$ cat config.mk
export PLATFORM = sky130hd
export DESIGN_NAME = dm_access_ctrl_flat
export DESIGN_NICKNAME = d
export VERILOG_FILES = /design/src/rtl/dm_access_pkg.sv /design/src/rtl/dm_access_ctrl_if.sv /design/src/rtl/dm_lane_unit.sv /design/src/rtl/dm_access_ctrl.sv /design/src/flat_wrapper.sv
export SDC_FILE = /design/constraint.sdc
export NUM_CORES = 1
export LEC_CHECK = 0
export BUFFER_PORTS_ARGS = -buffer_cell sky130_fd_sc_hd__buf_2
export CORE_AREA = 4 4 130 132
export DETAILED_ROUTE_END_ITERATION = 10
export DIE_AREA = 0 0 134 136
export GPL_TIMING_DRIVEN = 0
export PLACE_DENSITY = 0.7
export SYNTH_ARGS = -nofsm -noshare
export SYNTH_HDL_FRONTEND = slang
export SYNTH_SLANG_ARGS = --single-unit
$ cat constraint.sdc
create_clock -name clk -period 2.9 [get_ports clk]
set_input_delay 0.87 -clock clk [delete_from_list [all_inputs] [get_ports clk]]
set_output_delay 0.87 -clock clk [all_outputs]
set_load 0.02 [all_outputs]
$ cat src/rtl/dm_access_pkg.sv
// Shared encodings and helpers for the data-memory access controller.
// Latency: none (types, constants and pure functions only).
// Backpressure: not applicable.
package dm_access_pkg;

  // Request size encodings
  localparam logic [1:0] SZ_B = 2'b00;
  localparam logic [1:0] SZ_H = 2'b01;
  localparam logic [1:0] SZ_W = 2'b10;
  localparam logic [1:0] SZ_X = 2'b11;

  typedef enum logic [1:0] {
    ST_IDLE = 2'd0,
    ST_RD   = 2'd1,
    ST_WR   = 2'd2,
    ST_RESP = 2'd3
  } state_t;

  // Byte lanes touched by an access of the given size at the given low address bits
  function automatic logic [3:0] lane_mask(input logic [1:0] size, input logic [1:0] lane);
    case (size)
      SZ_B:    lane_mask = 4'b0001 << lane;
      SZ_H:    lane_mask = 4'b0011 << {lane[1], 1'b0};
      SZ_W:    lane_mask = 4'b1111;
      default: lane_mask = 4'b0000;
    endcase
  endfunction

  // Half at odd address, word not on a 4-byte boundary, or the reserved size
  function automatic logic is_misaligned(input logic [1:0] size, input logic [1:0] lane);
    case (size)
      SZ_B:    is_misaligned = 1'b0;
      SZ_H:    is_misaligned = lane[0];
      SZ_W:    is_misaligned = |lane;
      default: is_misaligned = 1'b1;
    endcase
  endfunction

endpackage

$ cat src/rtl/dm_access_ctrl_if.sv
// CPU-side request/response bundle of the data-memory access controller.
// Latency: none (wires only).
// Backpressure: req_valid/req_ready handshake; responses cannot be stalled.
interface dm_access_ctrl_if;
  logic        req_valid;
  logic        req_ready;
  logic        req_we;
  logic [1:0]  req_size;
  logic        req_signed;
  logic [31:0] req_addr;
  logic [31:0] req_wdata;
  logic        rsp_valid;
  logic [31:0] rsp_rdata;
  logic        rsp_misalign;

  // CPU / MEM-stage side
  modport master (
    output req_valid, req_we, req_size, req_signed, req_addr, req_wdata,
    input  req_ready, rsp_valid, rsp_rdata, rsp_misalign
  );

  // Controller side
  modport slave (
    input  req_valid, req_we, req_size, req_signed, req_addr, req_wdata,
    output req_ready, rsp_valid, rsp_rdata, rsp_misalign
  );
endinterface

$ cat src/rtl/dm_lane_unit.sv
// Byte-lane steering: load extract + zero/sign extend, and sub-word store merge.
// Latency: combinational.
// Backpressure: none; purely a function of its inputs.
module dm_lane_unit
  import dm_access_pkg::*;
(
  input  logic [31:0] word,
  input  logic [1:0]  lane,
  input  logic [1:0]  size,
  input  logic        sgn,
  input  logic [31:0] wdata,
  output logic [31:0] load_data,
  output logic [31:0] store_word
);
  logic [31:0] shifted;
  logic [31:0] wd_shift;
  logic [3:0]  mask;

  // Shift the addressed lane down for loads and up for stores, then extend or merge
  always_comb begin
    shifted    = word >> {lane, 3'b000};
    wd_shift   = wdata << {lane, 3'b000};
    mask       = lane_mask(size, lane);
    load_data  = word;
    store_word = word;
    case (size)
      SZ_B:    load_data = {{24{sgn & shifted[7]}}, shifted[7:0]};
      SZ_H:    load_data = {{16{sgn & shifted[15]}}, shifted[15:0]};
      default: load_data = word;
    endcase
    for (int i = 0; i < 4; i++) begin
      if (mask[i]) store_word[8*i +: 8] = wd_shift[8*i +: 8];
    end
  end

endmodule

$ cat src/rtl/dm_access_ctrl.sv
// Turns byte/half/word CPU loads and stores into word-wide DM accesses (RMW for sub-word stores).
// Latency: load 2 clk, word store 2 clk, sub-word store 3 clk, fault 1 clk from accept to rsp_valid.
// Backpressure: req_ready only in IDLE; response is never stalled.
module dm_access_ctrl
  import dm_access_pkg::*;
#(
  parameter int DM_AW    = 10,
  parameter bit RSP_HOLD = 1'b0
) (
  input  logic            clk,
  input  logic            reset,
  dm_access_ctrl_if.slave cpu,
  output logic [32:0]     dm_addr,
  output logic [31:0]     dm_wdata,
  output logic            dm_we,
  input  logic [31:0]     dm_rdata
);
  state_t      state;
  logic [1:0]  r_lane;
  logic [1:0]  r_size;
  logic        r_sgn;
  logic        r_we;
  logic [31:0] r_wdata;
  logic        rsp_valid;
  logic        rsp_misalign;
  logic [31:0] rsp_rdata;
  logic [31:0] load_data;
  logic [31:0] store_word;
  logic [32:0] req_word_addr;

  // Word-aligned DM address; bits above the memory's own range are forwarded untouched
  assign req_word_addr = {1'b0, cpu.req_addr[31:DM_AW], cpu.req_addr[DM_AW-1:2], 2'b00};

  assign cpu.req_ready    = (state == ST_IDLE);
  assign cpu.rsp_valid    = rsp_valid;
  assign cpu.rsp_rdata    = rsp_rdata;
  assign cpu.rsp_misalign = rsp_misalign;

  // Write enable comes straight from the state register so a reset kills it at once
  assign dm_we = (state == ST_WR);

  dm_lane_unit u_lane (
    .word       (dm_rdata),
    .lane       (r_lane),
    .size       (r_size),
    .sgn        (r_sgn),
    .wdata      (r_wdata),
    .load_data  (load_data),
    .store_word (store_word)
  );

  // Access sequencer: IDLE -> [RD] -> [WR] -> RESP -> IDLE with registered DM and response outputs
  always_ff @(posedge clk or negedge reset) begin
    if (!reset) begin
      state        <= ST_IDLE;
      r_lane       <= 2'b00;
      r_size       <= SZ_B;
      r_sgn        <= 1'b0;
      r_we         <= 1'b0;
      r_wdata      <= '0;
      dm_addr      <= '0;
      dm_wdata     <= '0;
      rsp_valid    <= 1'b0;
      rsp_rdata    <= '0;
      rsp_misalign <= 1'b0;
    end else begin
      case (state)
        ST_IDLE: begin
          if (cpu.req_valid) begin
            r_lane       <= cpu.req_addr[1:0];
            r_size       <= cpu.req_size;
            r_sgn        <= cpu.req_signed;
            r_we         <= cpu.req_we;
            r_wdata      <= cpu.req_wdata;
            rsp_valid    <= 1'b0;
            rsp_rdata    <= '0;
            rsp_misalign <= 1'b0;
            if (is_misaligned(cpu.req_size, cpu.req_addr[1:0])) begin
              // Faults skip the memory entirely
              rsp_valid    <= 1'b1;
              rsp_misalign <= 1'b1;
              state        <= ST_RESP;
            end else if (cpu.req_we && cpu.req_size == SZ_W) begin
              // Full word needs no read of the old contents
              dm_addr  <= req_word_addr;
              dm_wdata <= cpu.req_wdata;
              state    <= ST_WR;
            end else begin
              dm_addr <= req_word_addr;
              state   <= ST_RD;
            end
          end
        end
        ST_RD: begin
          if (r_we) begin
            dm_wdata <= store_word;
            state    <= ST_WR;
          end else begin
            rsp_rdata <= load_data;
            rsp_valid <= 1'b1;
            dm_addr   <= '0;
            state     <= ST_RESP;
          end
        end
        ST_WR: begin
          dm_addr   <= '0;
          dm_wdata  <= '0;
          rsp_rdata <= '0;
          rsp_valid <= 1'b1;
          state     <= ST_RESP;
        end
        ST_RESP: begin
          if (!RSP_HOLD) begin
            rsp_valid    <= 1'b0;
            rsp_rdata    <= '0;
            rsp_misalign <= 1'b0;
          end
          state <= ST_IDLE;
        end
        default: state <= ST_IDLE;
      endcase
    end
  end

endmodule

$ cat src/flat_wrapper.sv
// flat-port wrapper written by rule: the top's interface ports become plain ports
module dm_access_ctrl_flat import dm_access_pkg::*;
#(
  parameter int DM_AW    = 10,
  parameter bit RSP_HOLD = 1'b0
)
  (clk, reset, dm_addr, dm_wdata, dm_we, dm_rdata, cpu_req_valid, cpu_req_we, cpu_req_size, cpu_req_signed, cpu_req_addr, cpu_req_wdata, cpu_req_ready, cpu_rsp_valid, cpu_rsp_rdata, cpu_rsp_misalign);
  dm_access_ctrl_if cpu_i ();
  input  logic clk;
  input  logic reset;
  output logic [32:0] dm_addr;
  output logic [31:0] dm_wdata;
  output logic dm_we;
  input  logic [31:0] dm_rdata;
  input wire logic [$bits(cpu_i.req_valid)-1:0] cpu_req_valid;
  input wire logic [$bits(cpu_i.req_we)-1:0] cpu_req_we;
  input wire logic [$bits(cpu_i.req_size)-1:0] cpu_req_size;
  input wire logic [$bits(cpu_i.req_signed)-1:0] cpu_req_signed;
  input wire logic [$bits(cpu_i.req_addr)-1:0] cpu_req_addr;
  input wire logic [$bits(cpu_i.req_wdata)-1:0] cpu_req_wdata;
  output wire logic [$bits(cpu_i.req_ready)-1:0] cpu_req_ready;
  output wire logic [$bits(cpu_i.rsp_valid)-1:0] cpu_rsp_valid;
  output wire logic [$bits(cpu_i.rsp_rdata)-1:0] cpu_rsp_rdata;
  output wire logic [$bits(cpu_i.rsp_misalign)-1:0] cpu_rsp_misalign;
  assign cpu_i.req_valid = cpu_req_valid;
  assign cpu_i.req_we = cpu_req_we;
  assign cpu_i.req_size = cpu_req_size;
  assign cpu_i.req_signed = cpu_req_signed;
  assign cpu_i.req_addr = cpu_req_addr;
  assign cpu_i.req_wdata = cpu_req_wdata;
  assign cpu_req_ready = cpu_i.req_ready;
  assign cpu_rsp_valid = cpu_i.rsp_valid;
  assign cpu_rsp_rdata = cpu_i.rsp_rdata;
  assign cpu_rsp_misalign = cpu_i.rsp_misalign;
  dm_access_ctrl #(.DM_AW(DM_AW), .RSP_HOLD(RSP_HOLD)) u_core (.clk(clk), .reset(reset), .cpu(cpu_i), .dm_addr(dm_addr), .dm_wdata(dm_wdata), .dm_we(dm_we), .dm_rdata(dm_rdata));
endmodule
[Yosys cells after proc, flatten, opt, wreduce, memory -nomap -nowiden]
Index checks and enable logic that the tools add are counted.
Storage, ports and cells
  flip-flop bits (word level): 139
  latch bits: 0
  memory bits (writable): 0
  bits in read-only memories: 0
  input port bits: 103
  output and inout port bits: 101
  logic and storage cells: 73
  memories: 0
Cells by class
  add/sub/neg operators: 0
  multipliers: 0
  divide/modulo/power cells: 0
  $lt $le $gt $ge: 0
  eq/ne operators: 12
  shifts and indexed selects: 4
  mux-type cells: 31
  bitwise operators: 2
  reduce and logical (&&, ||, !) cells: 13
Operators by type and width (number)
  32-bit two-way mux: 6
  32-bit case mux with 3 select lines: 2
  33-bit two-way mux: 3
  33-bit case mux with 3 select lines: 1
  32-bit case mux with 2 select lines: 1
  8-bit two-way mux: 4
  32-bit by 5-bit << shifter with 32-bit output: 1
  32-bit by 5-bit right shift with 16-bit output: 1
  4-bit case mux with 3 select lines: 1
  2-bit equality test (second input constant): 4
  2-bit case mux with 4 select lines: 1
  2-bit by 1-bit equality test with 1-bit output (second input constant): 3
  2-bit zero test: 3
  1-bit two-way mux: 6
  2-bit two-way mux: 3
  2-bit != test (second input constant): 3
  2-bit AND reduction: 3
  5-bit AND reduction: 1
  2-bit by 1-bit != test with 1-bit output (second input constant): 2
  1-bit case mux with 4 select lines: 1
  4-bit AND reduction: 1
  2-bit OR reduction: 2
  1-bit by 2-bit << shifter with 4-bit output (first input constant): 1
  2-bit by 2-bit << shifter with 4-bit output (first input constant): 1
  other kinds (6): 7

[Depth between registers and ports, before layout]
  word-level depth: 7
  gate-level depth with buffers: 10
  depth with buffers taken out: 7

[By module]
From an unflattened synthesis, not the netlist that was laid out.
Unflattened totals
  cell total of the unflattened synthesis: 783
  area total of the unflattened synthesis: 7664.9 um^2
By module, submodules not included
  dm_access_ctrl: instances 1, cells an instance 511, area each 5800.6 um^2, seq. area each 3403.3 um^2
  dm_lane_unit: instances 1, cells an instance 272, area each 1864.3 um^2, seq. area each 0.0 um^2

[Worst setup path after synthesis]
No wires, ideal clock.
  kind: input -> register
  from: in cpu_req_size[0]
  to: reg u_core.dm_wdata[10]
  setup time: 0.126 ns
  arrival time: 2.399 ns
  required time: 2.774 ns
  setup slack: 0.375 ns
  stages: 5
  buffers on the path: 1
  cells stage by stage: nand3b_4 or4b_4 a211o_1 buf_6 a221o_1
On the way
  longest elaborated chain between the ends: 6
  elaborated cells between the ends (all ways): 10
  those cells by class: eq/ne (4); mux (3); reduce/logical (3)
Ends and longest elaborated chain
  start: declaration: line flat_wrapper.sv:17  | input wire logic [$bits(cpu_i.req_size)-1:0] cpu_req_size;
  2-bit equality test, or another cell as far along: line dm_access_pkg.sv:31, dm_access_ctrl.sv:83
  1-bit case mux with 3 select lines: line dm_access_pkg.sv:31  | case (size)
  1-bit two-way mux: line dm_access_ctrl.sv:69  | if (cpu.req_valid) begin
  1-bit two-way mux: line dm_access_ctrl.sv:67  | case (state)
  2-bit != test (no source line)
  5-bit AND reduction (no source line) (*)
  end signal: assignment: line dm_access_ctrl.sv:86  | dm_wdata <= cpu.req_wdata;
  end signal: assignment: line dm_access_ctrl.sv:96  | dm_wdata <= store_word;
  end: declaration: line dm_access_ctrl.sv:14  | output logic [31:0] dm_wdata,
Mark *: on every way between the ends. The rest lies on a longest branch, timed or not. The select of a mux whose other input is x is not followed.
A chain may end at the register's enable or synchronous reset.

[Worst setup path after layout]
  from: reg u_core.state[0]
  to: reg u_core.rsp_rdata[23] (netlist: u_core.cpu.rsp_rdata[23])
On the way
  longest elaborated chain between the ends: 3
  elaborated cells between the ends (all ways): 9
  those cells by class: eq/ne (5); mux (1); reduce/logical (3)
Ends and longest elaborated chain
  start: declaration: line dm_access_ctrl.sv:18  | state_t state;
  start signal: assignment: line dm_access_ctrl.sv:55  | state <= ST_IDLE;
  start signal: assignment: line dm_access_ctrl.sv:82  | state <= ST_RESP;
  start signal: assignment: line dm_access_ctrl.sv:87  | state <= ST_WR;
  2-bit equality test, or another cell as far along: line dm_access_ctrl.sv:67
  2-bit OR reduction (no source line) or 2-bit != test (tied branches)
  32-bit case mux with 3 select lines or 2-bit AND reduction (tied branches)
  end signal: assignment: line dm_access_ctrl.sv:99  | rsp_rdata <= load_data;
  end: declaration: line dm_access_ctrl.sv:26  | logic [31:0] rsp_rdata;
Several ways; a longest one is shown, not always the timed one.

==> summary.md <==
| Metric | Value |
|---|---|
| Outcome | complete, no violations |
| Critical Path RT | 3.20 ns |
| Worst setup margin | 0.330 ns |
| Placement Setup Slack | -0.00351 ns |
| Drt wl/cell | 19.3 um |
| Unrepaired setup endpoints after global routing | false |
| Register area share after synthesis | 48.8% |
| CP endpoint kind | register |
| Vias | 6286 |
| DP Area | 8290 um2 |
| Gpl congestion | 1.01 |
| Final Cell Area | 8920 um2 |
| Vias in the first global route | 6140 |
| Min-Delay Path Class | primary input to asynchronous set/reset pin |
| Initial antenna violation count | 0 |
| Clk buf depth | 2 |
| Tmin final | 2.57 ns |
| Cell count after synthesis | 703 |
| Slew HR | 55.2% |
| Syn Std Cell Area | 6980 um2 |
| Final #Nets | 1032 |
| Chip Width | 134 um |
| Area growth, synth to finish | 27.9% |
| TritonCTS clock tree | done |
| Post-synth top area share | 48.8% |
| Global route overflow | 0 |
| # IOs | 204 |
| Crit path DAT | 2.87 ns |
| Setup crit end | u_core.cpu.rsp_rdata[23]$_DFFE_PN0P_ |
| Yosys reg bits | 136 |
| Clock-pin slew on the worst setup and hold paths | 0.06 ns |
| Diodes inserted | 0 |
| Post-Route WL | 22300 um |
| Root Driver | clkbuf_16 |
| Reg2reg setup slack | 0.33 ns |
| Max VDD drop | 0.614 mV |
| Tot Pwr | 11.7 mW |
| DRT iter0 DRCs | 539 |
| Crit path from | u_core.state[0]$_DFFE_PN0P_ |
| Maximum clock skew at final layout | 0.00707 ns |
| H-tree Lvls | 4 |
| Routed Antenna Nets | 0 |
| DRC Markers | 0 |
| WHS | 0.409 ns |
| Layout cells sized above 1 | 33.6% |
| Worst Max-Slew Pin Slew | 0.673 ns |
| Vias per cell | 5.45 |
| Maxcap violations | 0 |
| Top post-synthesis cells by area | dfrtp_1 49%, mux2_2 8.9%, nand2_1 6.2% |
| Port bufs | 200 |
| Final worst path period share | 88.6% |
| Cell taking the most area after synthesis | dfrtp_1 |
| Global-route wire length before repair | 34600 um |
| Startpoint Class | register |
| Crit path kind | register to register |
| F_max | 0.389 GHz |
| Ys Warns | 0 |
| DP Wirelength | 16800 um |
| Synth cell types | 39 |
| R2R cell count | 9 |
| P_leak | 4.45 nW |
| Hold Fails Final Rpt | 0 |
| Total track usage | 24.8% |
| Pre-antenna DRT Iters | 5 |
| Clk Latency, worst-skew pair | 0.42 ns |
| Pwr Density | 1320 nW/um2 |
| Critical-path maximum fanout | 10 |
| # setup viols final | 0 |
| Final Max Slew Viols | 0 |
| Core ar. | 15700 um2 |
| Initial core utilization | 44.4% |
| CTS Buf Count | 17 |
| Row count | 46 |
| Die area | 18200 um2 |
| RR Startpoint | u_core.state[0]$_DFFE_PN0P_ |
| Post-CTS setup buffer count | 0 |
| FF-to-FF End | u_core.cpu.rsp_rdata[23]$_DFFE_PN0P_ |
| Avg Cell Area, Syn | 9.92 um2 |
| CTS Sinks | 136 |
| Die height | 136 um |
| Largest net degree at the start of global routing | 80 |
==> kinds of logic (layout without fill, tap and decap cells) <==
group	after synthesis	count (layout)	synth area share (%)
AOI/OAI and AO/OA	197	197	18.8
and+or+nand+nor	194	194	12.2
DFF	136	136	48.8
muxes	90	90	14.1
buffers and inverters	80	312	5.18
adders and majority gates	5	5	0.897
other	1	3	0.0538
==> how the worst min path moves through the flow <==
stage	startpoint	endpoint	slack [ns]	depth (start not counted)
final	reset	u_core.dm_wdata[4]$_DFFE_PN0P_	0.41	1
after global routing	reset	u_core.dm_wdata[4]$_DFFE_PN0P_	0.45	1
after CTS	reset	u_core.dm_wdata[4]$_DFFE_PN0P_	0.43	1
after detailed placement	u_core.cpu.rsp_rdata[14]$_DFFE_PN0P_	u_core.cpu.rsp_rdata[14]$_DFFE_PN0P_	0.46	2
after global placement	u_core.dm_addr[30]$_DFFE_PN0P_	u_core.dm_addr[30]$_DFFE_PN0P_	0.46	2
after floorplan	u_core.r_wdata[24]$_DFFE_PN0P_	u_core.r_wdata[24]$_DFFE_PN0P_	0.47	1
==> cell usage in the layout (no fill, tap or decap), types with 2 or more instances in the layout <==
cell type and n:
nor3_1 3, a21oi_1 47, o31ai_1 8, o21ai_0 65
clkbuf_16 17, clkinvlp_4 5, buf_6 4, buf_1 5
dfrtp_1 136, a211oi_1 7, o21ai_1 8, a22oi_1 8
buf_4 8, a211o_1 2, o21a_1 3, nand2_1 116
clkbuf_8 5, buf_2 206, nor2b_1 14, nand2b_1 4
and3_1 16, bufinv_16 3, clkbuf_2 3, a222oi_1 7
nor2_1 38, a22o_1 2, ha_1 5, a221o_1 32
a21o_1 2, mux2_2 55, mux2i_1 34, inv_1 23
conb_1 3, clkbuf_1 30
==> synth_stat cells (all sizes together) <==
cell,instances
o21ai,73
o31ai,8
a21o,2
a2111oi,1
dfrtp,136
clkbuf,31
a211oi,8
nand2b,4
a222oi,7
o211ai,1
o2bb2ai,1
mux2i,34
buf,26
a22o,2
ha,5
conb,1
inv,23
or4b,1
a21oi,47
a221o,32
a31oi,1
and3,16
nor2b,14
o21a,3
nand3b,1
o22ai,1
mux4,1
mux2,55
nand2,116
a22oi,8
nor2,39
a211o,2
nor3,3
==> layer usage <==
metal	vias to the layer above	global-route usage, %	wire, um
li1	2950	-	-
met1	3009	32.8	9530
met2	279	37.9	9990
met3	48	7.92	2090
met4	0	10.2	676
met5	-	0	0
==> flip-flops by register name (all words and copies together), names as in the netlist <==
| register | flops |
|---|---|
| u_core.cpu.rsp_rdata | 32 |
| u_core.dm_wdata | 32 |
| u_core.r_wdata | 32 |
| u_core.dm_addr | 30 |
| u_core.r_lane | 2 |
| u_core.r_size | 2 |
| u_core.state | 2 |
| u_core.cpu.rsp_misalign | 1 |
| u_core.cpu.rsp_valid | 1 |
| u_core.r_sgn | 1 |
| u_core.r_we | 1 |
==> timing repair <==
action | CTS | global route
hold buffers | 0 | 0
resized for setup | 0 | 3
endpoints found under the setup margin | 0 | 28
hold endpoints to repair | 0 | 0
==> power by group <==
part	internal [mW]	total, mW	switching [mW]
sequential	2.73	3.29	0.558
clock	1.47	2.29	0.829
combinational	2.34	6.17	3.83
total	6.53	11.7	5.21
==> per-stage QoR <==
step	setup TNS (ns)	cells	utilization [%]
floorplan	0	705	-
global placement	-129.05	1121	52.5
detailed placement	-0.00351	1122	52.8
CTS	0	1154	56.8
finish	0	1153	56.8
global route	0	1153	56.8
==> area by class of cell <==
type | instances | area, um2
Fill cell | 1365 | 6790
Sequential cell | 136 | 3400
Multi-Input combinational cell | 489 | 3220
Timing Repair Buffer | 201 | 1030
Clock buffer | 22 | 494
Buffer | 56 | 275
Tap cell | 216 | 270
Clock inverter | 10 | 141
Inverter | 23 | 86.3
==> worst max-delay path, stage by stage, from the launching register on <==
cell and delay [ns]:
dfrtp_1 0.42, inv_1 0.12, ha_1 0.17, buf_2 0.21, nor2b_1 0.36, nand2b_1 0.16
buf_2 0.22, nor2_1 0.16, clkbuf_1 0.27, a221o_1 0.35
No activity file was read; power rests on OpenSTA's default activity.
